### src/rtl/piso_tx.sv
//------------------------------------------------------------------------------
// Module      : piso_tx
// Description : Parallel-in serial-out transmitter with a valid/ready load
//               port and a valid/last-qualified one-bit serial output.
// Revision    : 1.0 - initial release
//------------------------------------------------------------------------------
`default_nettype none

module piso_tx #(
    parameter int N         = 4,
    parameter bit MSB_FIRST = 1'b1
) (
    input  logic         clk,
    input  logic         rst,
    input  logic         load_valid,
    input  logic [N-1:0] data_in,
    output logic         load_ready,
    output logic         serial_out,
    output logic         serial_valid,
    output logic         serial_last
);

    localparam int CNT_W = (N > 2) ? $clog2(N) : 1;

    localparam logic [0:0]       c_IDLE  = 1'b0;
    localparam logic [0:0]       c_SHIFT = 1'b1;
    localparam logic [CNT_W-1:0] c_LAST  = CNT_W'(N - 1);
    localparam logic [CNT_W-1:0] c_ONE   = CNT_W'(1);

    logic [0:0]       r_state;
    logic [N-1:0]     r_shift_reg;
    logic [CNT_W-1:0] r_bit_cnt;

    logic [0:0]       w_next_state;
    logic [N-1:0]     w_next_shift_reg;
    logic [CNT_W-1:0] w_next_bit_cnt;
    logic [N-1:0]     w_shifted;
    logic             w_head_bit;
    logic             w_in_shift;
    logic             w_at_last;
    logic             w_accept;

    // Bit order is fixed at elaboration: pick the outgoing bit and the
    // direction of the zero-filling shift.
    generate
        if (MSB_FIRST) begin : g_msb_first
            assign w_head_bit = r_shift_reg[N-1];
            assign w_shifted  = {r_shift_reg[N-2:0], 1'b0};
        end else begin : g_lsb_first
            assign w_head_bit = r_shift_reg[0];
            assign w_shifted  = {1'b0, r_shift_reg[N-1:1]};
        end
    endgenerate

    assign w_in_shift = (r_state == c_SHIFT);
    assign w_at_last  = (r_bit_cnt == c_LAST);

    // Ready on the last bit lets the next word follow with no idle gap.
    assign load_ready   = rst && (!w_in_shift || w_at_last);
    assign w_accept     = load_valid && load_ready;

    assign serial_valid = w_in_shift;
    assign serial_out   = w_in_shift && w_head_bit;
    assign serial_last  = w_in_shift && w_at_last;

    always_ff @(posedge clk) begin
        if (!rst) begin
            r_state     <= c_IDLE;
            r_shift_reg <= '0;
            r_bit_cnt   <= '0;
        end else begin
            r_state     <= w_next_state;
            r_shift_reg <= w_next_shift_reg;
            r_bit_cnt   <= w_next_bit_cnt;
        end
    end

    always_comb begin
        w_next_state     = r_state;
        w_next_shift_reg = r_shift_reg;
        w_next_bit_cnt   = r_bit_cnt;
        case (r_state)
            c_IDLE: begin
                if (w_accept) begin
                    w_next_state     = c_SHIFT;
                    w_next_shift_reg = data_in;
                    w_next_bit_cnt   = '0;
                end
            end
            c_SHIFT: begin
                if (w_accept) begin
                    w_next_shift_reg = data_in;
                    w_next_bit_cnt   = '0;
                end else if (w_at_last) begin
                    w_next_state     = c_IDLE;
                    w_next_shift_reg = w_shifted;
                    w_next_bit_cnt   = '0;
                end else begin
                    w_next_shift_reg = w_shifted;
                    w_next_bit_cnt   = r_bit_cnt + c_ONE;
                end
            end
            default: begin
                w_next_state = c_IDLE;
            end
        endcase
    end

endmodule

`default_nettype wire

### config.mk
export PLATFORM = sky130hd
export DESIGN_NAME = piso_tx
export DESIGN_NICKNAME = d
export VERILOG_FILES = /design/src/rtl/piso_tx.sv
export SDC_FILE = /design/constraint.sdc
export NUM_CORES = 1
export LEC_CHECK = 0
export BUFFER_PORTS_ARGS = -buffer_cell sky130_fd_sc_hd__buf_2
export CORE_AREA = 2 2 39 41
export DETAILED_ROUTE_END_ITERATION = 12
export DIE_AREA = 0 0 41 43
export MAX_ROUTING_LAYER = met4
export PLACE_DENSITY = 0.45
export SYNTH_ARGS = -nofsm -noshare
export SYNTH_HDL_FRONTEND = slang
export SYNTH_SLANG_ARGS = --single-unit
### constraint.sdc
create_clock -name clk -period 1.6 [get_ports clk]
set_clock_uncertainty 0.1 [all_clocks]
set_input_delay 0.32 -clock clk [delete_from_list [all_inputs] [get_ports clk]]
set_output_delay 0.32 -clock clk [all_outputs]
set_load 0.02 [all_outputs]
# Yosys cells after proc, flatten, opt, wreduce, memory -nomap -nowiden
# Index checks and enable logic that the tools add are counted.
[op_classes]
add_sub_neg = 1
eq_ne = 2
n_mux = 11
bitwise = 1
n_reduce_logical = 6
[ops]
columns = ["cell", "n"]
rows = [
  ["2-to-1 mux 4 bit", 2],
  ["one-hot mux 4 bit (2 select lines)", 1],
  ["2-to-1 mux 2 bit", 3],
  ["logical AND 1 bit", 4],
  ["one-hot mux 2 bit (2 select lines)", 1],
  ["2-to-1 mux 1 bit", 3],
  ["adder 2 x 1 -> 2 bit (second input constant)", 1],
  ["equality test 2 bit (second input constant)", 1],
  ["inequality test 2 bit (second input constant)", 1],
  ["one-hot mux 1 bit (2 select lines)", 1],
  ["zero test 1 bit", 1],
  ["logical OR 1 bit", 1],
  ["inverter 1 bit", 1],
]
[totals]
reg_bits = 7
input_bits = 7
elab_cells = 24

# Longest topological paths before layout
# Gate-level depths: netlist of the first run.
[logic_depth]
depth_word = 6
depth_mapped = 4

# Least setup slack after synthesis of the first run
# OpenSTA, ideal clock, no wires.
[synth_timing]
path_kind = "register -> output"
startpoint = "register r_state, in the netlist serial_valid"
endpoint = "output port load_ready"
arrival_time_ps = 1041
required_time_ps = 1180
slack_ps = 139
stages_incl_launch_ff = 4
path_buffers = 1
cell_sequence = "dfxtp_1 > buf_6 > nor2b_4 > and2b_2"
[synth_via]
elab_chain_len = 3
[synth_rtl]
columns = ["item", "line", "rtl"]
rows = [
  ["start, declared", "30", "logic [0:0] r_state;"],
  ["start signal, assigned", "68", "r_state <= c_IDLE;"],
  ["start signal, assigned", "72", "r_state <= w_next_state;"],
  ["zero test 1 bit", "59", "assign load_ready = rst && (!w_in_shift || w_at_last);"],
  ["logical OR 1 bit", "59", ""],
  ["logical AND 1 bit", "59", ""],
  ["end, declared", "17", "output logic load_ready,"],
]
# Every way passes these cells.

# Worst setup path in the final report of the first run
[layout_timing]
startpoint = "register r_bit_cnt[0]"
endpoint = "output port load_ready"
[layout_via]
elab_chain_len = 3
[layout_rtl]
columns = ["item", "line", "rtl"]
rows = [
  ["start, declared", "32", "logic [CNT_W-1:0] r_bit_cnt;"],
  ["start signal, assigned", "74", "r_bit_cnt <= w_next_bit_cnt;"],
  ["equality test 2 bit", "56", "assign w_at_last = (r_bit_cnt == c_LAST);"],
  ["logical OR 1 bit", "59", ""],
  ["logical AND 1 bit", "59", ""],
]
# Every way passes these cells.

==> results of run 1 <==
[routing by layer]
metal  track usage  part of all wire  up-vias
met5             -                 0        -
met4         0.120             0.045        0
met3        0.0314             0.086        3
met2         0.100              0.34       12
met1         0.136              0.53      120
li1              -                 -      155
[final timing paths]
check                    to  slack (ns)  depth (start not counted)
min reg2reg  r_shift_reg[3]        0.44                          2
min            serial_valid        0.26                          2
max              load_ready       -0.01                          4
max reg2reg    r_bit_cnt[1]        0.32                          5
[logic make-up after synthesis]
group,share of synthesized area
mux,0.171
buf+inv,0.0315
simple gates,0.252
flops,0.392
fa+ha+maj,0.0350
compound gates,0.119
[stage by stage]
stage               TNS, ns  setup WS [ns]  hold slack [ns]  area, um^2
finish              -0.0136        -0.0136            0.260         487
global route        -0.0680        -0.0680            0.256         487
CTS                 -0.0270        -0.0270            0.249         487
detailed placement        0          0.139            0.438         432
global placement          0          0.154            0.432         432
floorplan                 0          0.139            0.338         358
[final cells by class]
type	instances	area, um^2
clock buffer	4	26.3
fill	151	897
multi-input combinational	28	219
sequential	7	143
tap	16	20.0
timing repair buffer	13	78.8
[power by group through the flow]
stage                     registers (mW)  logic (mW)  clock network [mW]
after floorplan                    0.197      0.0443                   0
after global placement             0.196      0.0699                   0
after detailed placement           0.196      0.0696                   0
after CTS                          0.194      0.0756               0.170
after global routing               0.195      0.0825               0.185
final                              0.194      0.0747               0.164
[cell usage after synthesis (all sizes together)]
cell type / instances
nor2: 1
o21a: 1
a21oi: 3
and2b: 1
mux2: 1
buf: 1
nand3: 1
o21ai: 4
nor2b: 2
and3: 1
mux2i: 5
and2: 3
nand2b: 4
ha: 1
dfxtp: 7
[worst max-delay path, cell delays in order (launching register included)]
cell	delay, ns
dfxtp_2	0.33
ha_4	0.17
nor2b_4	0.10
and2b_2	0.22
buf_6	0.13
[repair_timing]
action | CTS | global route
pin swaps | 1 | 1
resized for setup | 6 | 0
setup endpoints to repair | 2 | 1
buffers inserted | 1 | 0
==> flow_summary.json, run 1 <==
{
  "status": "finished, violations left",
  "violations": "negative setup slack",
  "power_density_nw_per_um2": 889,
  "ys_seq_area_frac": 0.392,
  "mostFrequentLayoutCell": "buf_2",
  "cts_root_buf": "clkbuf_4",
  "syn_inst": 36,
  "numCtsBuffers": 3,
  "mostFrequentLayoutCells": "buf_2 (9), mux2i_1 (5), dfxtp_1 (5), nand2b_1 (4)",
  "core_area_um2": 1380,
  "p_int_mw": 0.322,
  "io_pins": 11,
  "setup-violations-final": 1,
  "yosysTopAreaCell": "dfxtp_1",
  "period_share": 1.01,
  "syn2layout_area_growth_pct": 36.0,
  "gp_congestion": 0.661,
  "fmax_mhz": 620,
  "wirelength_um": 711,
  "yosys-top-cells-area": "dfxtp_1 (39%), mux2i_1 (14%), nand2b_1 (7.0%)",
  "nets": 61,
  "p_clk_frac": 0.380,
  "grt_start_max_net_pins": 10,
  "start_kind": "flip-flop",
  "clkTransAtPathRegs_ns": 0.05,
  "cp-end-kind": "output port",
  "rows": 14,
  "grt_remaining_overflow": 0,
  "clock_sinks": 7,
  "crit_required_ns": 1.18,
  "avgSynthCellArea_um2": 9.94,
  "hold_buffers": 0,
  "slew_violations": 0,
  "dr.pass1.iters": 2,
  "syn_area_um2": 358,
  "dieArea_um2": 1760,
  "hold_start": "rst",
  "cp_max_fo": 3,
  "ys_ff_latch": 7,
  "die_width_um": 41,
  "avgRoutedWirePerCell_um": 10.5,
  "initialDrtViolationCount": 1,
  "htreeDepth": 1,
  "synth.top_cell.area_share": 0.392,
  "rsz0062_at_grt": "yes",
  "cp.arrival_ns": 1.19,
  "hold_viol": 0,
  "final_core_util": 0.352,
  "yosys_warnings": 0,
  "crit_path_start": "r_bit_cnt[0]",
  "p_leak_nw": 0.221,
  "cap_violations": 0,
  "tightestPinTransition_ns": 0.122,
  "p_total_mw": 0.433,
  "switching_share": 0.255,
  "clk_latency_ns": 0.25,
  "crit_type": "flip-flop to output port",
  "seqPwrFrac": 0.448,
  "tritoncts": "built",
  "ant_nets": 0,
  "worstHoldPathType": "input pin to flip-flop",
  "vdd_drop_max_mv": 0.359,
  "fin_ws_ns": -0.0136,
  "drt-vias-per-instance": 4.26,
  "largest_register_ffs": 4,
  "period_minus_slack_ns": 1.61,
  "n_antenna_cell": 0,
  "dr_total_vias": 290,
  "grt_pass1_vias": 251,
  "initial_utilization": 0.259,
  "drc": 0,
  "synth.distinct_cells": 18,
  "grt.total_usage": 0.101,
  "pwr-share-comb": 0.173,
  "stdcell_count": 68,
  "crit-reg2reg-launch": "r_bit_cnt[0]",
  "port_buffers": 10,
  "layout-drive-gt1-share": 0.462,
  "relSlewSlack": 0.917,
  "dp_cells": 63,
  "clockBufferDepth": 2,
  "grt_antenna_before_repair": 0,
  "syn-num-nets": 44,
  "die_h_um": 43,
  "grt_pass1_wl_um": 1080,
  "p_sw_mw": 0.110
}
Power figures use the tool's default switching activity.
==> run 2: changes to the inputs <==
Settings changed: SKIP_CTS_REPAIR_TIMING set to 1, SLEW_MARGIN set to 20.
==> run 2 against run 1 <==
Against the previous run: the flow still finishes with violations (negative setup slack); via count down 0.69%; die area unchanged; flip-flop and latch count unchanged; design area down 1.5%; critical endpoint unchanged.
==> flow_summary.json, run 2 (synthesis gave the netlist of run 1 again) <==
{
  "htreeDepth": 1,
  "vdd_drop_max_mv": 0.359,
  "mostFrequentLayoutCells": "buf_2 (9), mux2i_1 (5), dfxtp_1 (5), nand2b_1 (4)",
  "grt.total_usage": 0.100,
  "period_share": 1.01,
  "clkTransAtPathRegs_ns": 0.05,
  "io_pins": 11,
  "largest_register_ffs": 4,
  "dieArea_um2": 1760,
  "cp_max_fo": 3,
  "crit_path_start": "r_bit_cnt[0]",
  "nets": 60,
  "rrSetupSlack_ns": 0.32,
  "tritoncts": "built",
  "design_area_um2": 479,
  "n_antenna_cell": 0,
  "power_density_nw_per_um2": 898,
  "core_area_um2": 1380,
  "hold_viol": 0,
  "placed_area_um2": 432,
  "hold_start": "rst",
  "crit_required_ns": 1.18,
  "cp-end-kind": "output port",
  "cts_root_buf": "clkbuf_4",
  "initialDrtViolationCount": 1,
  "die_h_um": 43,
  "violations": "negative setup slack",
  "rows": 14,
  "critical_path.endpoint": "load_ready",
  "grt_start_max_net_pins": 10,
  "status": "finished, violations left",
  "die_width_um": 41,
  "crit_type": "flip-flop to output port",
  "initial_utilization": 0.259,
  "fin_ws_ns": -0.0152,
  "dr.pass1.iters": 2,
  "period_minus_slack_ns": 1.62,
  "tightestPinTransition_ns": 0.122,
  "r2r-end": "r_bit_cnt[1]",
  "numCtsBuffers": 3,
  "grt_remaining_overflow": 0,
  "layout-drive-gt1-share": 0.451,
  "setup-violations-final": 1,
  "grt_antenna_before_repair": 0,
  "gp_congestion": 0.661,
  "cap_violations": 0,
  "p_total_mw": 0.430,
  "grt_pass1_wl_um": 1060,
  "ant_nets": 0,
  "crit-reg2reg-launch": "r_bit_cnt[0]",
  "drc": 0,
  "slew_violations": 0,
  "rsz0062_at_grt": "yes",
  "reg2regPathDepth": 5,
  "clock_sinks": 7,
  "clk_latency_ns": 0.25,
  "port_buffers": 10,
  "wirelength_um": 708,
  "place_ws_ns": 0.139,
  "p_leak_nw": 0.216,
  "cp.arrival_ns": 1.20,
  "setup_tns_ns": -0.0152,
  "avgRoutedWirePerCell_um": 10.6,
  "fillers": 152,
  "drt-vias-per-instance": 4.30,
  "start_kind": "flip-flop",
  "mostFrequentLayoutCell": "buf_2",
  "fmax_mhz": 619,
  "dr_total_vias": 288,
  "relSlewSlack": 0.917,
  "syn2layout_area_growth_pct": 33.9,
  "grt_pass1_vias": 249,
  "clockBufferDepth": 2,
  "worstHoldPathType": "input pin to flip-flop"
}
run 2: area by class of cell:
cell class	instances	area, um^2	share of cell area
timing repair buffer	12	71.3	0.149
sequential	7	143	0.298
tap	16	20.0	0.0418
multi-input combinational	28	219	0.457
clock buffer	4	26.3	0.0548
run 2: worst max-delay path: stages (launching register included):
cell and delay [ns]:
dfxtp_2 0.33, ha_4 0.17, nor2b_4 0.10, and2b_2 0.22, buf_6 0.13
run 2: metrics by stage:
stage / cells / util / hold WS (ns)
detailed placement: 63 / 0.312 / 0.438
global route: 67 / 0.346 / 0.256
global placement: 63 / 0.312 / 0.432
finish: 67 / 0.346 / 0.260
CTS: 67 / 0.331 / 0.249
floorplan: 36 / - / 0.338
run 2: how the worst min path moves through the flow:
stage	end	slack [ns]	cells after the start
6_report	serial_valid	0.26	2
5_1_grt	serial_valid	0.26	2
4_1_cts	serial_valid	0.25	2
3_5_place_dp	r_shift_reg[3]	0.44	2
3_3_place_gp	r_shift_reg[3]	0.43	2
2_1_floorplan	serial_valid	0.34	1
run 2: per-layer routing:
layer  routed length [um]  vias up  GRT usage
met5                    0        -          -
met4                   32        0      0.120
met3                   61        3     0.0314
met2                  242       12      0.100
met1                  372      120      0.133
li1                     -      153          -
run 2: report_power, final:
| part | leakage (nW) | switching (mW) | internal [mW] |
|---|---|---|---|
| clock network | 0.0150 | 0.0689 | 0.0954 |
| registers | 0.0586 | 0.00697 | 0.187 |
| logic | 0.143 | 0.0341 | 0.0381 |
==> run 3: changes to the inputs <==
Settings changed: GPL_TIMING_DRIVEN set to 0.
==> run 3 against run 2 <==
Against the previous run: the run still ends with negative setup slack left; largest cell class unchanged; hold slack lost 0.0054 ns; die area is the same; global-route usage fell by 0.83 points; first-iteration DRC count grew to 4.0 times the previous value.
==> flow_summary.json, run 3 (synthesis gave the netlist of run 1 again) <==
{
  "slowest_delay_ns": 0.33,
  "grt_pass1_wl_um": 931,
  "grt_antenna_before_repair": 0,
  "clk_latency_ns": 0.25,
  "grt.total_usage": 0.0917,
  "period_minus_slack_ns": 1.65,
  "worstHoldPathType": "input pin to flip-flop",
  "htreeDepth": 1,
  "fin_ws_ns": -0.0485,
  "largest_register_ffs": 4,
  "dp_cells": 62,
  "relSlewSlack": 0.891,
  "crit-reg2reg-launch": "r_bit_cnt[1]",
  "tritoncts": "built",
  "cts_root_buf": "clkbuf_4",
  "clkTransAtPathRegs_ns": 0.05,
  "port_buffers": 10,
  "core_area_um2": 1380,
  "cp.arrival_ns": 1.23,
  "place_hpwl_um": 459,
  "rsz0062_at_grt": "yes",
  "layout-drive-gt1-share": 0.462,
  "nets": 61,
  "die_h_um": 43,
  "avgRoutedWirePerCell_um": 9.41,
  "grt_start_max_net_pins": 10,
  "final_core_util": 0.354,
  "setup_tns_ns": -0.0485,
  "place_ws_ns": 0.0712,
  "crit_slowest_cell": "dfxtp_2",
  "period_share": 1.03,
  "vdd_drop_max_mv": 0.408,
  "status": "finished, violations left",
  "r2r-end": "r_bit_cnt[1]",
  "design_area_um2": 490,
  "crit_type": "flip-flop to output port",
  "initialDrtViolationCount": 4,
  "dr.pass1.iters": 4,
  "wirelength_um": 640,
  "cap_violations": 0,
  "drc": 0,
  "violations": "negative setup slack",
  "tightestPinTransition_ns": 0.162,
  "fmax_mhz": 607,
  "slew_violations": 0,
  "n_antenna_cell": 0,
  "cp-end-kind": "output port",
  "rrSetupSlack_ns": 0.41,
  "initial_utilization": 0.259,
  "stdcell_count": 68,
  "cp.buffers_inverters": 1,
  "clock_sinks": 7,
  "grt_remaining_overflow": 0,
  "hold_start": "rst",
  "crit_required_ns": 1.18,
  "ant_nets": 0,
  "clockBufferDepth": 2,
  "die_width_um": 41,
  "holdPathEnd": "serial_valid",
  "dr_total_vias": 294,
  "io_pins": 11,
  "p_leak_nw": 0.222,
  "numCtsBuffers": 3,
  "dieArea_um2": 1760,
  "grt_pass1_vias": 223,
  "crit_family": "simple AND/OR/NAND/NOR gates",
  "rows": 14,
  "start_kind": "flip-flop",
  "placed_area_um2": 428,
  "holdPathStages": 2,
  "cp_max_fo": 4,
  "setup-violations-final": 1,
  "path_cells": "ha_4 -> nor2b_4 -> and2b_2 -> buf_6",
  "syn2layout_area_growth_pct": 37.1,
  "mostFrequentLayoutCells": "buf_2 (9), mux2i_1 (5), dfxtp_1 (5), nand2b_1 (4)",
  "mostFrequentLayoutCell": "buf_2",
  "gp_congestion": 0.653,
  "reg2regPathDepth": 3,
  "hold_slack_ns": 0.255,
  "p_total_mw": 0.431,
  "power_density_nw_per_um2": 878,
  "hold_viol": 0,
  "drt-vias-per-instance": 4.32
}
-- run 3: area by class of cell --
class / count / area (um^2)
Buffer: 1 / 11.3
Multi-Input combinational cell: 28 / 219
Clock buffer: 4 / 26.3
Tap cell: 16 / 20.0
Timing Repair Buffer: 12 / 71.3
Fill cell: 155 / 893
Sequential cell: 7 / 143
-- run 3: how the worst max path moves through the flow --
stage,cells after the start,start,endpoint
6_report,4,r_bit_cnt[1],load_ready
3_3_place_gp,4,r_bit_cnt[0],load_ready
4_1_cts,4,r_bit_cnt[0],load_ready
3_5_place_dp,4,r_bit_cnt[0],load_ready
5_1_grt,4,r_bit_cnt[0],load_ready
2_1_floorplan,3,serial_valid,load_ready
-- run 3: power breakdown --
part | total [mW] | switching [mW] | leakage [nW] | internal (mW)
registers | 0.194 | 0.00686 | 0.0586 | 0.187
clock network | 0.162 | 0.0663 | 0.0150 | 0.0952
logic | 0.0753 | 0.0337 | 0.149 | 0.0416
-- run 3: layer usage --
metal | global-route usage | part of all wire
met2 | 0.0906 | 0.36
met5 | - | 0
met4 | 0.100 | 0.030
met1 | 0.116 | 0.51
met3 | 0.0471 | 0.092
-- run 3: worst reg2reg max path: stages (launching register included) --
cell and delay [ns]:
dfxtp_2 0.33, ha_4 0.23, mux2_2 0.26, and3_1 0.17
